`src/rtl/gacc_pkg.sv`:
```
// Shared definitions for the group-accumulator beat accumulator.
// Holds the FSM state encoding and the default geometry constants.
package gacc_pkg;

  localparam int unsigned LANES_DEF  = 4;
  localparam int unsigned ACC_W_DEF  = 16;
  localparam int unsigned CNT_W_DEF  = 8;
  localparam int unsigned BYTE_W     = 8;
  localparam int unsigned IN_W       = 32;

  typedef enum logic [1:0] {
    IDLE  = 2'd0,
    ACCUM = 2'd1,
    DONE  = 2'd2
  } state_e;

endpackage

```
`src/rtl/gacc_beat_accumulator_lane_acc.sv`:
```
// One clearable, enable-gated unsigned lane accumulator (modulo 2^ACC_W).
// Ports:
//   clk  - rising-edge clock
//   rst  - synchronous active-high reset, clears the sum
//   clr  - synchronous clear at job start
//   en   - add din to the running sum this cycle
//   din  - unsigned byte to accumulate
//   sum  - registered running sum
module lane_acc
  import gacc_pkg::*;
#(
  parameter int unsigned ACC_W = ACC_W_DEF
) (
  input  logic              clk,
  input  logic              rst,
  input  logic              clr,
  input  logic              en,
  input  logic [BYTE_W-1:0] din,
  output logic [ACC_W-1:0]  sum
);

  // Byte is zero-extended; overflow wraps naturally at ACC_W bits.
  always_ff @(posedge clk) begin
    if (rst || clr) begin
      sum <= '0;
    end else if (en) begin
      sum <= sum + ACC_W'(din);
    end
  end

endmodule

```
`src/rtl/gacc_beat_accumulator.sv`:
```
// Accumulates N packed group-accumulator words into per-lane byte sums.
// A job starts with a start pulse in IDLE carrying beat_count = N; each
// accepted in_data word adds byte i into lane i. After the N-th beat the
// sums are presented on out_data with out_valid until out_ready.
// Ports:
//   clk, rst           - clock, synchronous active-high reset
//   start, beat_count  - job request and length, sampled only in IDLE
//   in_valid/in_ready  - input word handshake, in_data byte i -> lane i
//   out_valid/out_ready- result handshake, out_data lane i at ACC_W*i
//   busy               - high whenever the FSM is not IDLE
module gacc_beat_accumulator
  import gacc_pkg::*;
#(
  parameter int unsigned LANES = LANES_DEF,
  parameter int unsigned ACC_W = ACC_W_DEF,
  parameter int unsigned CNT_W = CNT_W_DEF
) (
  input  logic                   clk,
  input  logic                   rst,
  input  logic                   start,
  input  logic [CNT_W-1:0]       beat_count,
  input  logic                   in_valid,
  output logic                   in_ready,
  input  logic [IN_W-1:0]        in_data,
  output logic                   out_valid,
  input  logic                   out_ready,
  output logic [LANES*ACC_W-1:0] out_data,
  output logic                   busy
);

  state_e           state_q;
  state_e           state_d;
  logic [CNT_W-1:0] remaining_q;
  logic             clear_c;
  logic             xfer_c;
  logic             last_c;
  logic             in_ready_d;
  logic             out_valid_d;
  logic             busy_d;

  assign clear_c = (state_q == IDLE) && start;
  assign xfer_c  = in_valid && in_ready;
  assign last_c  = (remaining_q == CNT_W'(1));

  // State register.
  always_ff @(posedge clk) begin
    if (rst) begin
      state_q <= IDLE;
    end else begin
      state_q <= state_d;
    end
  end

  // Next-state logic.
  always_comb begin
    state_d = state_q;
    case (state_q)
      IDLE: begin
        if (start) begin
          state_d = (beat_count != '0) ? ACCUM : DONE;
        end
      end
      ACCUM: begin
        if (xfer_c && last_c) begin
          state_d = DONE;
        end
      end
      DONE: begin
        if (out_ready) begin
          state_d = IDLE;
        end
      end
      default: state_d = IDLE;
    endcase
  end

  // Output decode from the next state so the flops track the state register.
  always_comb begin
    in_ready_d  = 1'b0;
    out_valid_d = 1'b0;
    busy_d      = 1'b0;
    case (state_d)
      ACCUM: begin
        in_ready_d = 1'b1;
        busy_d     = 1'b1;
      end
      DONE: begin
        out_valid_d = 1'b1;
        busy_d      = 1'b1;
      end
      default: ;
    endcase
  end

  // Registered handshake/status outputs.
  always_ff @(posedge clk) begin
    if (rst) begin
      in_ready  <= 1'b0;
      out_valid <= 1'b0;
      busy      <= 1'b0;
    end else begin
      in_ready  <= in_ready_d;
      out_valid <= out_valid_d;
      busy      <= busy_d;
    end
  end

  // Remaining-beat counter.
  always_ff @(posedge clk) begin
    if (rst) begin
      remaining_q <= '0;
    end else if (clear_c) begin
      remaining_q <= beat_count;
    end else if (xfer_c) begin
      remaining_q <= remaining_q - CNT_W'(1);
    end
  end

  // Per-lane accumulators; sums persist after DONE until the next start.
  for (genvar i = 0; i < LANES; i++) begin : g_lane
    lane_acc #(
      .ACC_W (ACC_W)
    ) u_lane_acc (
      .clk (clk),
      .rst (rst),
      .clr (clear_c),
      .en  (xfer_c),
      .din (in_data[BYTE_W*i +: BYTE_W]),
      .sum (out_data[ACC_W*i +: ACC_W])
    );
  end

endmodule

```
`config.mk`:
```
export PLATFORM = sky130hd
export DESIGN_NAME = gacc_beat_accumulator
export DESIGN_NICKNAME = d
export VERILOG_FILES = /design/src/rtl/gacc_pkg.sv /design/src/rtl/gacc_beat_accumulator_lane_acc.sv /design/src/rtl/gacc_beat_accumulator.sv
export SDC_FILE = /design/constraint.sdc
export NUM_CORES = 1
export LEC_CHECK = 0
export BUFFER_PORTS_ARGS = -buffer_cell sky130_fd_sc_hd__buf_2
export CAP_MARGIN = 20
export CORE_MARGIN = 3
export CORE_UTILIZATION = 54
export DETAILED_ROUTE_END_ITERATION = 6
export MAX_ROUTING_LAYER = met4
export PLACE_DENSITY = 0.83
export SLEW_MARGIN = 5
export SYNTH_ARGS = -nofsm -noshare
export SYNTH_HDL_FRONTEND = slang
export SYNTH_SLANG_ARGS = --single-unit
```
`constraint.sdc`:
```
create_clock -name clk -period 2.5 [get_ports clk]
set_input_delay 0.375 -clock clk [delete_from_list [all_inputs] [get_ports clk]]
set_output_delay 0.375 -clock clk [all_outputs]
set_load 0.005 [all_outputs]
```
* Word-level counts from Yosys, hierarchy flattened
Cells that the tools add are included.
Storage, ports and cells: register bits 77, bits in latches 0, memory bits (writable) 0, memory bits (read-only) 0, input bits 45, output and inout port bits 67, word-level logic and storage cells 37, memories kept 0
Cells by class: add/subtract/negate cells 5, multipliers 0, div/mod/pow operators 0, magnitude comparators 0, equality and inequality tests 5, shifts and indexed selects 0, multiplexer cells 10, bitwise gates (word level) 0, reductions and logical operators 8
Operators with widths (number):
- adder 16 x 8 -> 16 bit | 4
- two-way mux 8 bit | 2
- equality test 8 x 1 -> 1 bit, second input constant | 1
- two-way mux 2 bit | 4
- nonzero test 8 bit | 1
- subtractor 8 x 1 -> 8 bit, second input constant | 1
- one-hot mux 2 bit (3 select lines) | 1
- equality test 2 x 1 -> 1 bit, second input constant | 2
- equality test 2 bit, second input constant | 2
- logical AND 1 bit | 3
- two-way mux 1 bit | 3
- zero test 2 bit | 1
- nonzero test 2 bit | 1
- OR reduction 2 bit | 1
- logical OR 1 bit | 1

* Depth between registers and ports, before layout
word-level depth 7, mapped depth 8, depth with buffers taken out 8

* Modules after synthesis
Synthesis repeated with hierarchy kept, for this count alone.
Unflattened totals: cell total of the unflattened synthesis 554, area, all modules 4907.2 um^2
By module, submodules not included:
- lane_acc | instances 4, cells each 118, area an instance 1048.5 um^2, sequential area each 320.3 um^2
- gacc_beat_accumulator | instances 1, cells each 82, area an instance 713.2 um^2, sequential area each 260.2 um^2

* Least setup slack after synthesis
OpenSTA, ideal clock, no wires.
path kind input-to-reg, from input port in_data[24], to register g_lane[3].u_lane_acc.sum[8], setup time 128 ps, arrival 2009 ps, required time 2372 ps, path slack 363 ps, stages 8, path buffers 0, cell sequence ha_1 fa_1 a211oi_1 o21bai_2 a21oi_2 a221o_1 xor2_1 nor2_1
Between the ends: word-level cells in the longest chain between the ends 1
RTL lines:
- from (decl) | RTL line gacc_beat_accumulator.sv:24 | input logic [IN_W-1:0] in_data,
- adder 16 x 8 -> 16 bit | RTL line gacc_beat_accumulator_lane_acc.sv:27 | sum <= sum + ACC_W'(din);
- to (signal assigned) | RTL line gacc_beat_accumulator_lane_acc.sv:27
- to (decl) | RTL line gacc_beat_accumulator_lane_acc.sv:19 | output logic [ACC_W-1:0] sum
Every way passes these cells. A chain may end at the register's enable or synchronous reset.

* Worst setup path in the final report
from register g_lane[3].u_lane_acc.sum[0], to register g_lane[3].u_lane_acc.sum[12]
Between the ends: word-level cells in the longest chain between the ends 1
RTL lines (RTL line):
- adder 16 x 8 -> 16 bit | gacc_beat_accumulator_lane_acc.sv:27
Every way passes these cells.

==> results.json <==
{
  "initial_core_util_pct": 56.2,
  "status": "finished clean",
  "diodes": 0,
  "tns_ns": 0,
  "avgSynthCellArea_um2": 8.20,
  "vias": 4232,
  "grt_overflow": 0,
  "grt_use_total_pct": 23.6,
  "maxCapViolCount": 0,
  "core_area_um2": 7810,
  "final_cells": 753,
  "use_met2_pct": 41.5,
  "rsz0062_at_grt": "no",
  "cts_resized": 0,
  "post-cts-setup-buffers": 0,
  "hold_class": "in2reg",
  "synthAdderAreaFrac_pct": 12.1,
  "cts_tree": "yes",
  "netlist_top_cells_area": "dfxtp_1 35%, ha_1 10%, a21oi_1 7.1%",
  "grt_pass1_wl_mm": 16.9,
  "final_common_cell": "buf_2",
  "period_minus_slack_ns": 2.31,
  "worst_ep_arrival_time_ns": 2.61,
  "finalHoldViolations": 0,
  "worst_pin_slew_ns": 0.649,
  "dpl_worst_slack_ns": 0.0420,
  "power_leakage_nw": 2.34,
  "cts_inserted_buffers": 9,
  "synth_top_family_by_area": "simple AND/OR/NAND/NOR gates",
  "synthMuxAreaShare_pct": 0.456,
  "antenna_found_initial": 0,
  "setup.worst_path.class": "reg2reg",
  "timing.fmax_ghz": 0.432,
  "cts_hold_buf": 0,
  "skew_ns": 0.0153,
  "die_h_um": 96.1,
  "crit_path_top_delay_cell": "fa_1",
  "hpwlAfterDp_mm": 7.84,
  "clkLatencyLatePin_ns": 0.36,
  "ys_warn_count": 0,
  "post-place-cells": 737,
  "drt-vias-per-instance": 5.62,
  "use_met1_pct": 26.7,
  "grt_use_met3_pct": 4.69,
  "wirelength_mm": 10.6,
  "grt_pass1_vias": 3868,
  "cts.sinks": 77,
  "synthSimpleGateAreaFrac_pct": 21.7,
  "critical_path.endpoint_type": "flop",
  "port_buffers": 111,
  "die_x_um": 96.1,
  "yosysSeqAreaShare_pct": 35.1,
  "wl_per_cell_um": 14.1,
  "cts-htree-levels": 3,
  "yosysTopAreaCell": "dfxtp_1",
  "synth_fp_nets": 620,
  "detail_route.iter0.violations": 140,
  "setup_ws_ns": 0.187,
  "synthArstFlopShare_pct": 0,
  "synth_ff_type": "dfxtp_1",
  "nets": 731,
  "worstPathMaxFanout": 7,
  "die_area_um2": 9240,
  "final_min_period_over_clock_period_pct": 92.5,
  "cp_data_required_time_ns": 2.79,
  "synth_cells": 535,
  "cts_max_path_buffers": 2,
  "critical-path-max-stage-delay_ns": 0.43,
  "startpoint_type": "flop",
  "synth-compound-area-share_pct": 20.1,
  "antenna_left": 0,
  "slew_headroom_pct": 56.7,
  "synth-seq-cells": 77,
  "grt-busiest-layer": "met2",
  "finalPower_mw": 2.56,
  "final_cell_mix": "111 x buf_2, 77 x dfxtp_1, 73 x nand2_1",
  "yosysTopAreaCellShare_pct": 35.1,
  "synthXorXnorAreaFrac_pct": 8.18,
  "ioPinCount": 112,
  "path_cells": "ha_1, fa_1, a211oi_1, o21bai_2, a21oi_2, a221o_1, o21ai_0, a21oi_1",
  "clkTransAtPathRegs_ns": 0.10,
  "rows": 32,
  "setup_viol": 0,
  "netlist-cell-type-count": 45,
  "area_growth_pct": 19.7,
  "vdd_drop_max_uv": 282,
  "power_density_nw_per_um2": 488,
  "gp_congestion": 0.849,
  "grt_max_degree": 60,
  "cts-root-buf": "clkbuf_8",
  "layout-drive-gt1-share_pct": 21.7,
  "synth-edff-count": 0,
  "drc": 0,
  "firstDrtPassIters": 4,
  "syn_area_um2": 4390,
  "slew_violations": 0
}
-- kinds of logic after synthesis --
kind of cell    after synthesis
flops                        77
mux                           2
compound gates              148
simple gates                200
fa+ha+maj                    40
buf+inv                      27
xor+xnor                     41
-- cell usage after synthesis, drive strengths merged, types with 4 or more instances --
cell type / count
xor2: 20
nand2: 73
fa: 4
nand3: 11
or3: 9
and2: 4
nor3: 6
ha: 36
buf: 5
o21ai: 32
and3: 8
a21o: 11
nor2b: 5
a211oi: 17
nor4: 5
xnor2: 21
o21a: 5
a31oi: 5
or4: 4
dfxtp: 77
nor2: 50
a21oi: 63
nand4: 10
inv: 9
clkbuf: 13
-- state kept, by name (all words and copies together), names as in the netlist --
signal and count:
remaining_q 8, busy 1, g_lane.u_lane_acc.sum 64, in_ready 1
out_valid 1, state_q 2
-- power by group --
group | switching (mW) | internal, mW | total [mW]
logic | 0.220 | 0.160 | 0.380
registers | 0.0286 | 1.26 | 1.29
clock network | 0.523 | 0.374 | 0.897
total | 0.772 | 1.79 | 2.56
-- per-layer routing --
metal | wire (um) | part of all wire [%]
met4 | 172 | 1.6
met2 | 5190 | 49
met3 | 681 | 6.4
met1 | 4580 | 43
met5 | 0 | 0
-- metrics by stage --
stage	util (%)	hold WS [ns]	instance area, um2
finish	67.3	0.288	5250
global route	67.3	0.307	5250
CTS	67.3	0.273	5250
detailed placement	64.9	0.466	5070
global placement	64.9	0.455	5070
floorplan	-	0.447	4390
-- worst paths after layout --
path / cells past startpoint / from / slack, ns / to
setup / recovery: 8 / g_lane[3].u_lane_acc.sum[0] / 0.19 / g_lane[3].u_lane_acc.sum[12]
setup reg to reg: 8 / g_lane[3].u_lane_acc.sum[0] / 0.19 / g_lane[3].u_lane_acc.sum[12]
hold reg to reg: 2 / g_lane[2].u_lane_acc.sum[6] / 0.47 / g_lane[2].u_lane_acc.sum[6]
hold / removal: 3 / beat_count[1] / 0.29 / remaining_q[1]
-- critical path: cells and delay by family (launching register included) --
family / cells / cell delay, ns
compound gates: 6 / 1.26
fa+ha+maj: 2 / 0.64
flops: 1 / 0.33
-- layout make-up --
type	count	area [um2]
inverter	9	33.8
clock inverter	7	58.8
multi-input combinational	431	2750
sequential	77	1540
tap	102	128
clock buffer	9	124
fill	699	2550
timing repair buffer	118	621
Note: power is estimated with default switching activity, not from simulation.
